$ cat src/rtl/wb_arbiter_if.sv
// Writeback arbiter bus: per-requester result inputs, one-hot accept, and the
// shared scoreboard writeback port. The exception type lives in the package so
// the arbiter and its users agree on one layout.
package wb_arbiter_pkg;
  typedef struct packed {
    logic        valid;
    logic [63:0] cause;
    logic [63:0] tval;
  } exception_t;
endpackage

interface wb_arbiter_if #(
  parameter int unsigned NR_REQ        = 4,
  parameter int unsigned TRANS_ID_BITS = 3
) ();
  logic [NR_REQ-1:0]                         valid_i;
  logic [NR_REQ-1:0]                         ready_o;
  logic [NR_REQ-1:0][TRANS_ID_BITS-1:0]      trans_id_i;
  logic [NR_REQ-1:0][63:0]                   wbdata_i;
  wb_arbiter_pkg::exception_t [NR_REQ-1:0]   ex_i;
  logic                                      wt_valid_o;
  logic [TRANS_ID_BITS-1:0]                  trans_id_o;
  logic [63:0]                               wbdata_o;
  wb_arbiter_pkg::exception_t                ex_o;

  // Arbiter side
  modport slave (
    input  valid_i, trans_id_i, wbdata_i, ex_i,
    output ready_o, wt_valid_o, trans_id_o, wbdata_o, ex_o
  );

  // Requester / scoreboard side
  modport master (
    output valid_i, trans_id_i, wbdata_i, ex_i,
    input  ready_o, wt_valid_o, trans_id_o, wbdata_o, ex_o
  );
endinterface

$ cat src/rtl/wb_arbiter.sv
// Round-robin writeback arbiter: grants one functional-unit result per cycle
// and registers it onto the scoreboard writeback port (latency 1).
// Optional macro WB_ARB_EXC_PRIO_EN: requesters flagging an exception win
// over non-exception requesters (round-robin among them from the pointer).
module wb_arbiter #(
  parameter int unsigned NR_REQ        = 4,
  parameter int unsigned TRANS_ID_BITS = 3
) (
  input logic         clk_i,
  input logic         rst_i,
  input logic         flush_i,
  wb_arbiter_if.slave bus
);
  localparam int unsigned PTR_W = (NR_REQ > 1) ? $clog2(NR_REQ) : 1;

  logic [PTR_W-1:0]           r_ptr;
  logic                       r_wt_valid;
  logic [TRANS_ID_BITS-1:0]   r_trans_id;
  logic [63:0]                r_wbdata;
  wb_arbiter_pkg::exception_t r_ex;

  logic [NR_REQ-1:0] w_cand;
  logic [NR_REQ-1:0] w_grant;
  logic [PTR_W-1:0]  w_sel;
  logic [PTR_W-1:0]  w_idx;
  logic [PTR_W:0]    w_sum;
  logic [PTR_W-1:0]  w_ptr_nxt;
  logic              w_found;
  logic              w_xfer;
`ifdef WB_ARB_EXC_PRIO_EN
  logic [NR_REQ-1:0] w_exc;
`endif

  // Pick the first candidate at or after the pointer, wrapping modulo NR_REQ
  always_comb begin
    w_cand = bus.valid_i;
`ifdef WB_ARB_EXC_PRIO_EN
    w_exc = '0;
    for (int unsigned k = 0; k < NR_REQ; k++) begin
      w_exc[k] = bus.valid_i[k] & bus.ex_i[k].valid;
    end
    if (|w_exc) w_cand = w_exc;
`endif
    w_grant = '0;
    w_sel   = '0;
    w_found = 1'b0;
    w_sum   = '0;
    w_idx   = '0;
    for (int unsigned k = 0; k < NR_REQ; k++) begin
      // ptr + k < 2*NR_REQ, so a single conditional subtract is an exact modulo
      w_sum = {1'b0, r_ptr} + (PTR_W+1)'(k);
      if (w_sum >= (PTR_W+1)'(NR_REQ)) w_sum = w_sum - (PTR_W+1)'(NR_REQ);
      w_idx = w_sum[PTR_W-1:0];
      if (!w_found && w_cand[w_idx]) begin
        w_found = 1'b1;
        w_sel   = w_idx;
      end
    end
    if (w_found && !flush_i && !rst_i) w_grant[w_sel] = 1'b1;
    w_ptr_nxt = (w_sel == PTR_W'(NR_REQ-1)) ? '0 : w_sel + 1'b1;
  end

  assign w_xfer = |w_grant;

  // Capture the granted payload and advance the pointer past the winner
  always_ff @(posedge clk_i) begin
    if (rst_i) begin
      r_ptr      <= '0;
      r_wt_valid <= 1'b0;
      r_trans_id <= '0;
      r_wbdata   <= '0;
      r_ex       <= '0;
    end else begin
      r_wt_valid <= w_xfer;
      if (w_xfer) begin
        r_ptr      <= w_ptr_nxt;
        r_trans_id <= bus.trans_id_i[w_sel];
        r_wbdata   <= bus.wbdata_i[w_sel];
        r_ex       <= bus.ex_i[w_sel];
      end
    end
  end

  assign bus.ready_o    = w_grant;
  assign bus.wt_valid_o = r_wt_valid;
  assign bus.trans_id_o = r_trans_id;
  assign bus.wbdata_o   = r_wbdata;
  assign bus.ex_o       = r_ex;
endmodule

$ cat src/flat_wrapper.sv
// flat-port wrapper written by rule: the top's interface ports become plain ports
module wb_arbiter_flat 
#(
  parameter int unsigned NR_REQ        = 4,
  parameter int unsigned TRANS_ID_BITS = 3
)
  (clk_i, rst_i, flush_i, bus_valid_i, bus_trans_id_i, bus_wbdata_i, bus_ex_i, bus_ready_o, bus_wt_valid_o, bus_trans_id_o, bus_wbdata_o, bus_ex_o);
  wb_arbiter_if #(.NR_REQ(NR_REQ), .TRANS_ID_BITS(TRANS_ID_BITS)) bus_i ();
  input logic clk_i;
  input logic rst_i;
  input logic flush_i;
  input wire logic [$bits(bus_i.valid_i)-1:0] bus_valid_i;
  input wire logic [$bits(bus_i.trans_id_i)-1:0] bus_trans_id_i;
  input wire logic [$bits(bus_i.wbdata_i)-1:0] bus_wbdata_i;
  input wire logic [$bits(bus_i.ex_i)-1:0] bus_ex_i;
  output wire logic [$bits(bus_i.ready_o)-1:0] bus_ready_o;
  output wire logic [$bits(bus_i.wt_valid_o)-1:0] bus_wt_valid_o;
  output wire logic [$bits(bus_i.trans_id_o)-1:0] bus_trans_id_o;
  output wire logic [$bits(bus_i.wbdata_o)-1:0] bus_wbdata_o;
  output wire logic [$bits(bus_i.ex_o)-1:0] bus_ex_o;
  assign bus_i.valid_i = bus_valid_i;
  assign bus_i.trans_id_i = bus_trans_id_i;
  assign bus_i.wbdata_i = bus_wbdata_i;
  assign bus_i.ex_i = bus_ex_i;
  assign bus_ready_o = bus_i.ready_o;
  assign bus_wt_valid_o = bus_i.wt_valid_o;
  assign bus_trans_id_o = bus_i.trans_id_o;
  assign bus_wbdata_o = bus_i.wbdata_o;
  assign bus_ex_o = bus_i.ex_o;
  wb_arbiter #(.NR_REQ(NR_REQ), .TRANS_ID_BITS(TRANS_ID_BITS)) u_core (.clk_i(clk_i), .rst_i(rst_i), .flush_i(flush_i), .bus(bus_i));
endmodule
$ cat config.mk
export PLATFORM = sky130hd
export DESIGN_NAME = wb_arbiter_flat
export DESIGN_NICKNAME = d
export VERILOG_FILES = /design/src/rtl/wb_arbiter_if.sv /design/src/rtl/wb_arbiter.sv /design/src/flat_wrapper.sv
export SDC_FILE = /design/constraint.sdc
export NUM_CORES = 1
export LEC_CHECK = 0
export ABC_AREA = 1
export CELL_PAD_IN_SITES_DETAIL_PLACEMENT = 0
export CELL_PAD_IN_SITES_GLOBAL_PLACEMENT = 1
export CORE_AREA = 5 5 388 390
export CTS_BUF_LIST = sky130_fd_sc_hd__clkbuf_4 sky130_fd_sc_hd__clkbuf_8
export DETAILED_ROUTE_END_ITERATION = 8
export DIE_AREA = 0 0 393 395
export GPL_TIMING_DRIVEN = 0
export PLACE_DENSITY_LB_ADDON = 0.1
export SLEW_MARGIN = 10
export SYNTH_ARGS = -nofsm -noshare
export SYNTH_HDL_FRONTEND = slang
export SYNTH_SLANG_ARGS = --single-unit
$ cat constraint.sdc
create_clock -name clk_i -period 5.4 [get_ports clk_i]
set_clock_uncertainty 0.05 [all_clocks]
set_input_delay 1.08 -clock clk_i [delete_from_list [all_inputs] [get_ports clk_i]]
set_output_delay 1.08 -clock clk_i [all_outputs]
set_load 0.03 [all_outputs]
==> run summary <==
Post-route design area = 31100 um^2
Synthesis-stage register bit count = 199
Place WS = -1.44 ns
Clk sink count = 199
Crit path DAT = 3.96 ns
Register area share after synthesis = 0.219
Total congestion overflow = 0
Rows = 141
R2R depth = 17
Area delta synth->final = 70.7%
Detailed Route Iter0 Violations = 1008
Data required, critical path = 4.27 ns
Clock buffer depth = 2
Gpl congestion = 0.857
Avg Vias per Cell = 3.84
Maximum VDD drop = 0.000278 V
Critical path class = in -> out
Worst hold start = u_core.bus.ex_o[40]
Hold Path Depth = 4
Fin. max-slew vios = 0
Worst slew pin tran = 1.11 ns
Io pins = 992
First-pass iteration count of the detailed router = 5
Pwr dens = 757 nW/um^2
HPWL after DPL = 121 mm
Library cells used by synthesis = 22
Slew headroom = 0.263
# nets final = 5290
RSZ-0062 raised after global routing = no
DRC violation count after routing = 0
Fin crit share = 0.943
Die Span X = 393 um
Net count after synthesis = 4279
Total wire length = 146 mm
Hold WC Path Type = reg -> reg
Post-Syn Instances = 3485
Synth Cell Area = 18200 um^2
DR vias = 24800
First-pass GRT wire length = 198 mm
Post-DP Area = 30600 um^2
Core Region = 147000 um^2
Number of global-route vias before repair = 25600
Synth warn = 0
Root buf cell = clkbuf_8
Clock slew at reported path FFs = 0.11 ns
Finish-stage setup viols = 0
Input/output buffers = 991
Leak = 15.3 nW
Die ar. = 155000 um^2
Clock Latency Late Sink = 0.62 ns
R2r endpoint = u_core.bus.wbdata_o[60]
Crit path max fanout = 20
Mapped Avg Cell Area = 5.23 um^2
Max_cap viols = 0
TritonCTS clock tree = built
Worst Hold Endpoint = u_core.bus.ex_o[40]
Total track usage = 0.180
Initial core utilization = 0.124
Fmax = 0.196 GHz
Layout cells sized above 1 = 0.0282
CTS H-tree depth = 4
Run status = finished, final reports clean
Tmin final = 5.09 ns
Largest net degree at the start of global routing = 21
Filler instances = 17400
CP startpoint kind = primary input
Die H = 395 um
Routed Antenna Nets = 0
RR Startpoint = u_core.r_ptr[1]
Hold Buf Count CTS = 0
Final hold vios = 0
Average wire per standard cell = 22.6 um
CP Capture Type = output pin
Reg2reg setup slack = 0.74 ns
Post-route setup slack = 0.307 ns
Initial antenna violation count = 49
CTS buffer count = 17
layout by cell type (no fill, tap or decap), types with 25 or more instances in the layout:
cell type / synthesis / final
nand3_1: 795 / 794
nor2_1: 399 / 399
clkdlybuf4s50_1: 0 / 987
clkbuf_1: 155 / 150
nand3b_1: 196 / 196
buf_1: 26 / 25
dfxtp_1: 199 / 199
inv_1: 795 / 795
buf_2: 74 / 73
nand2_1: 824 / 824
per-layer routing:
layer,vias up,track usage,routed length (um)
met4,34,0.0397,2920
met1,11400,0.209,59800
met3,122,0.0535,10400
li1,12500,-,-
met2,696,0.323,72400
met5,-,0,227
synthesized netlist by cell type:
cell type,instances,area share
nor2_2,1,0.00034
inv_1,795,0.16
buf_4,1,0.00041
clkbuf_1,155,0.032
nand4_1,1,0.00034
o21ai_0,1,0.00027
o211ai_1,1,0.00041
nand2_1,824,0.17
o311ai_1,1,0.00048
nor2_1,399,0.082
nand3_1,795,0.22
inv_2,4,0.00082
nand3b_1,196,0.081
nor2_4,2,0.0012
o21ai_1,1,0.00027
buf_2,74,0.020
nand2_2,3,0.0010
a21oi_1,2,0.00055
buf_1,26,0.0054
dfxtp_1,199,0.22
a21oi_4,1,0.00089
ha_1,3,0.0021
flip-flops by register name (all words and copies together) (netlist names):
register and cells:
u_core.r_ptr 2, u_core.bus.wt_valid_o 1, u_core.bus.ex_o 129, u_core.bus.trans_id_o 3, u_core.bus.wbdata_o 64
timing repair:
action	in CTS	in global routing
buffers inserted	2	0
resized for setup	5	3
pin swaps	1	0
endpoints found under the setup margin	116	3
power breakdown:
part,total (mW),switching [mW],internal (mW)
sequential,2.58,0.377,2.21
clock,1.20,0.695,0.501
combinational,19.8,13.8,6.00
worst max-delay path by stage:
stage / start / slack, ns / endpoint
after floorplan: bus_valid_i[3] / 1.32 / bus_ready_o[2]
after global placement: bus_valid_i[3] / -2.57 / u_core.bus.ex_o[74]
after detailed placement: bus_valid_i[3] / -1.44 / u_core.bus.ex_o[75]
after CTS: bus_valid_i[2] / 0.003 / bus_ready_o[0]
after global routing: bus_valid_i[2] / 0.05 / u_core.bus.ex_o[67]
final: bus_valid_i[2] / 0.31 / bus_ready_o[2]
logic make-up after synthesis:
| logic type | count (synthesis) | share of synthesized area |
|---|---|---|
| and+or+nand+nor | 2221 | 0.554 |
| DFF | 199 | 0.219 |
| AOI/OAI and AO/OA | 7 | 0.00288 |
| adders and majority gates | 3 | 0.00206 |
| buffers and inverters | 1055 | 0.223 |
critical path, stage by stage:
cell,delay [ns]
clkdlybuf4s50_1,0.49
inv_1,0.06
nand2_1,0.05
nand2_1,0.09
nand2_1,0.08
nand2_1,0.07
a21oi_1,0.12
nand2_1,0.21
nand2_4,0.30
buf_6,0.34
ha_1,0.32
inv_1,0.06
nor2_1,0.11
dlygate4sd2_1,0.52
area by class of cell:
cell class / instances / area [um^2] / share of cell area
Antenna cell: 19 / 47.5 / 0.00153
Buffer: 254 / 1060 / 0.0341
Clock buffer: 22 / 284 / 0.00913
Clock inverter: 10 / 143 / 0.00459
Inverter: 799 / 3000 / 0.0964
Multi-Input combinational cell: 2231 / 10200 / 0.328
Sequential cell: 199 / 3980 / 0.128
Tap cell: 1930 / 2410 / 0.0776
Timing Repair Buffer: 994 / 9960 / 0.320
per-stage QoR:
stage / setup TNS (ns) / util / total power [mW] / std cells / hold slack, ns
after floorplan: 0 / - / 13.9 / 3485 / 0.565
after global placement: -435.34 / 0.208 / 23.0 / 6406 / 0.482
after detailed placement: -208.60 / 0.208 / 23.0 / 6406 / 0.484
after CTS: 0 / 0.211 / 24.3 / 6438 / 0.502
after global routing: 0 / 0.212 / 26.0 / 6444 / 0.531
final: 0 / 0.212 / 23.5 / 6458 / 0.498
Power figures use the tool's default switching activity.
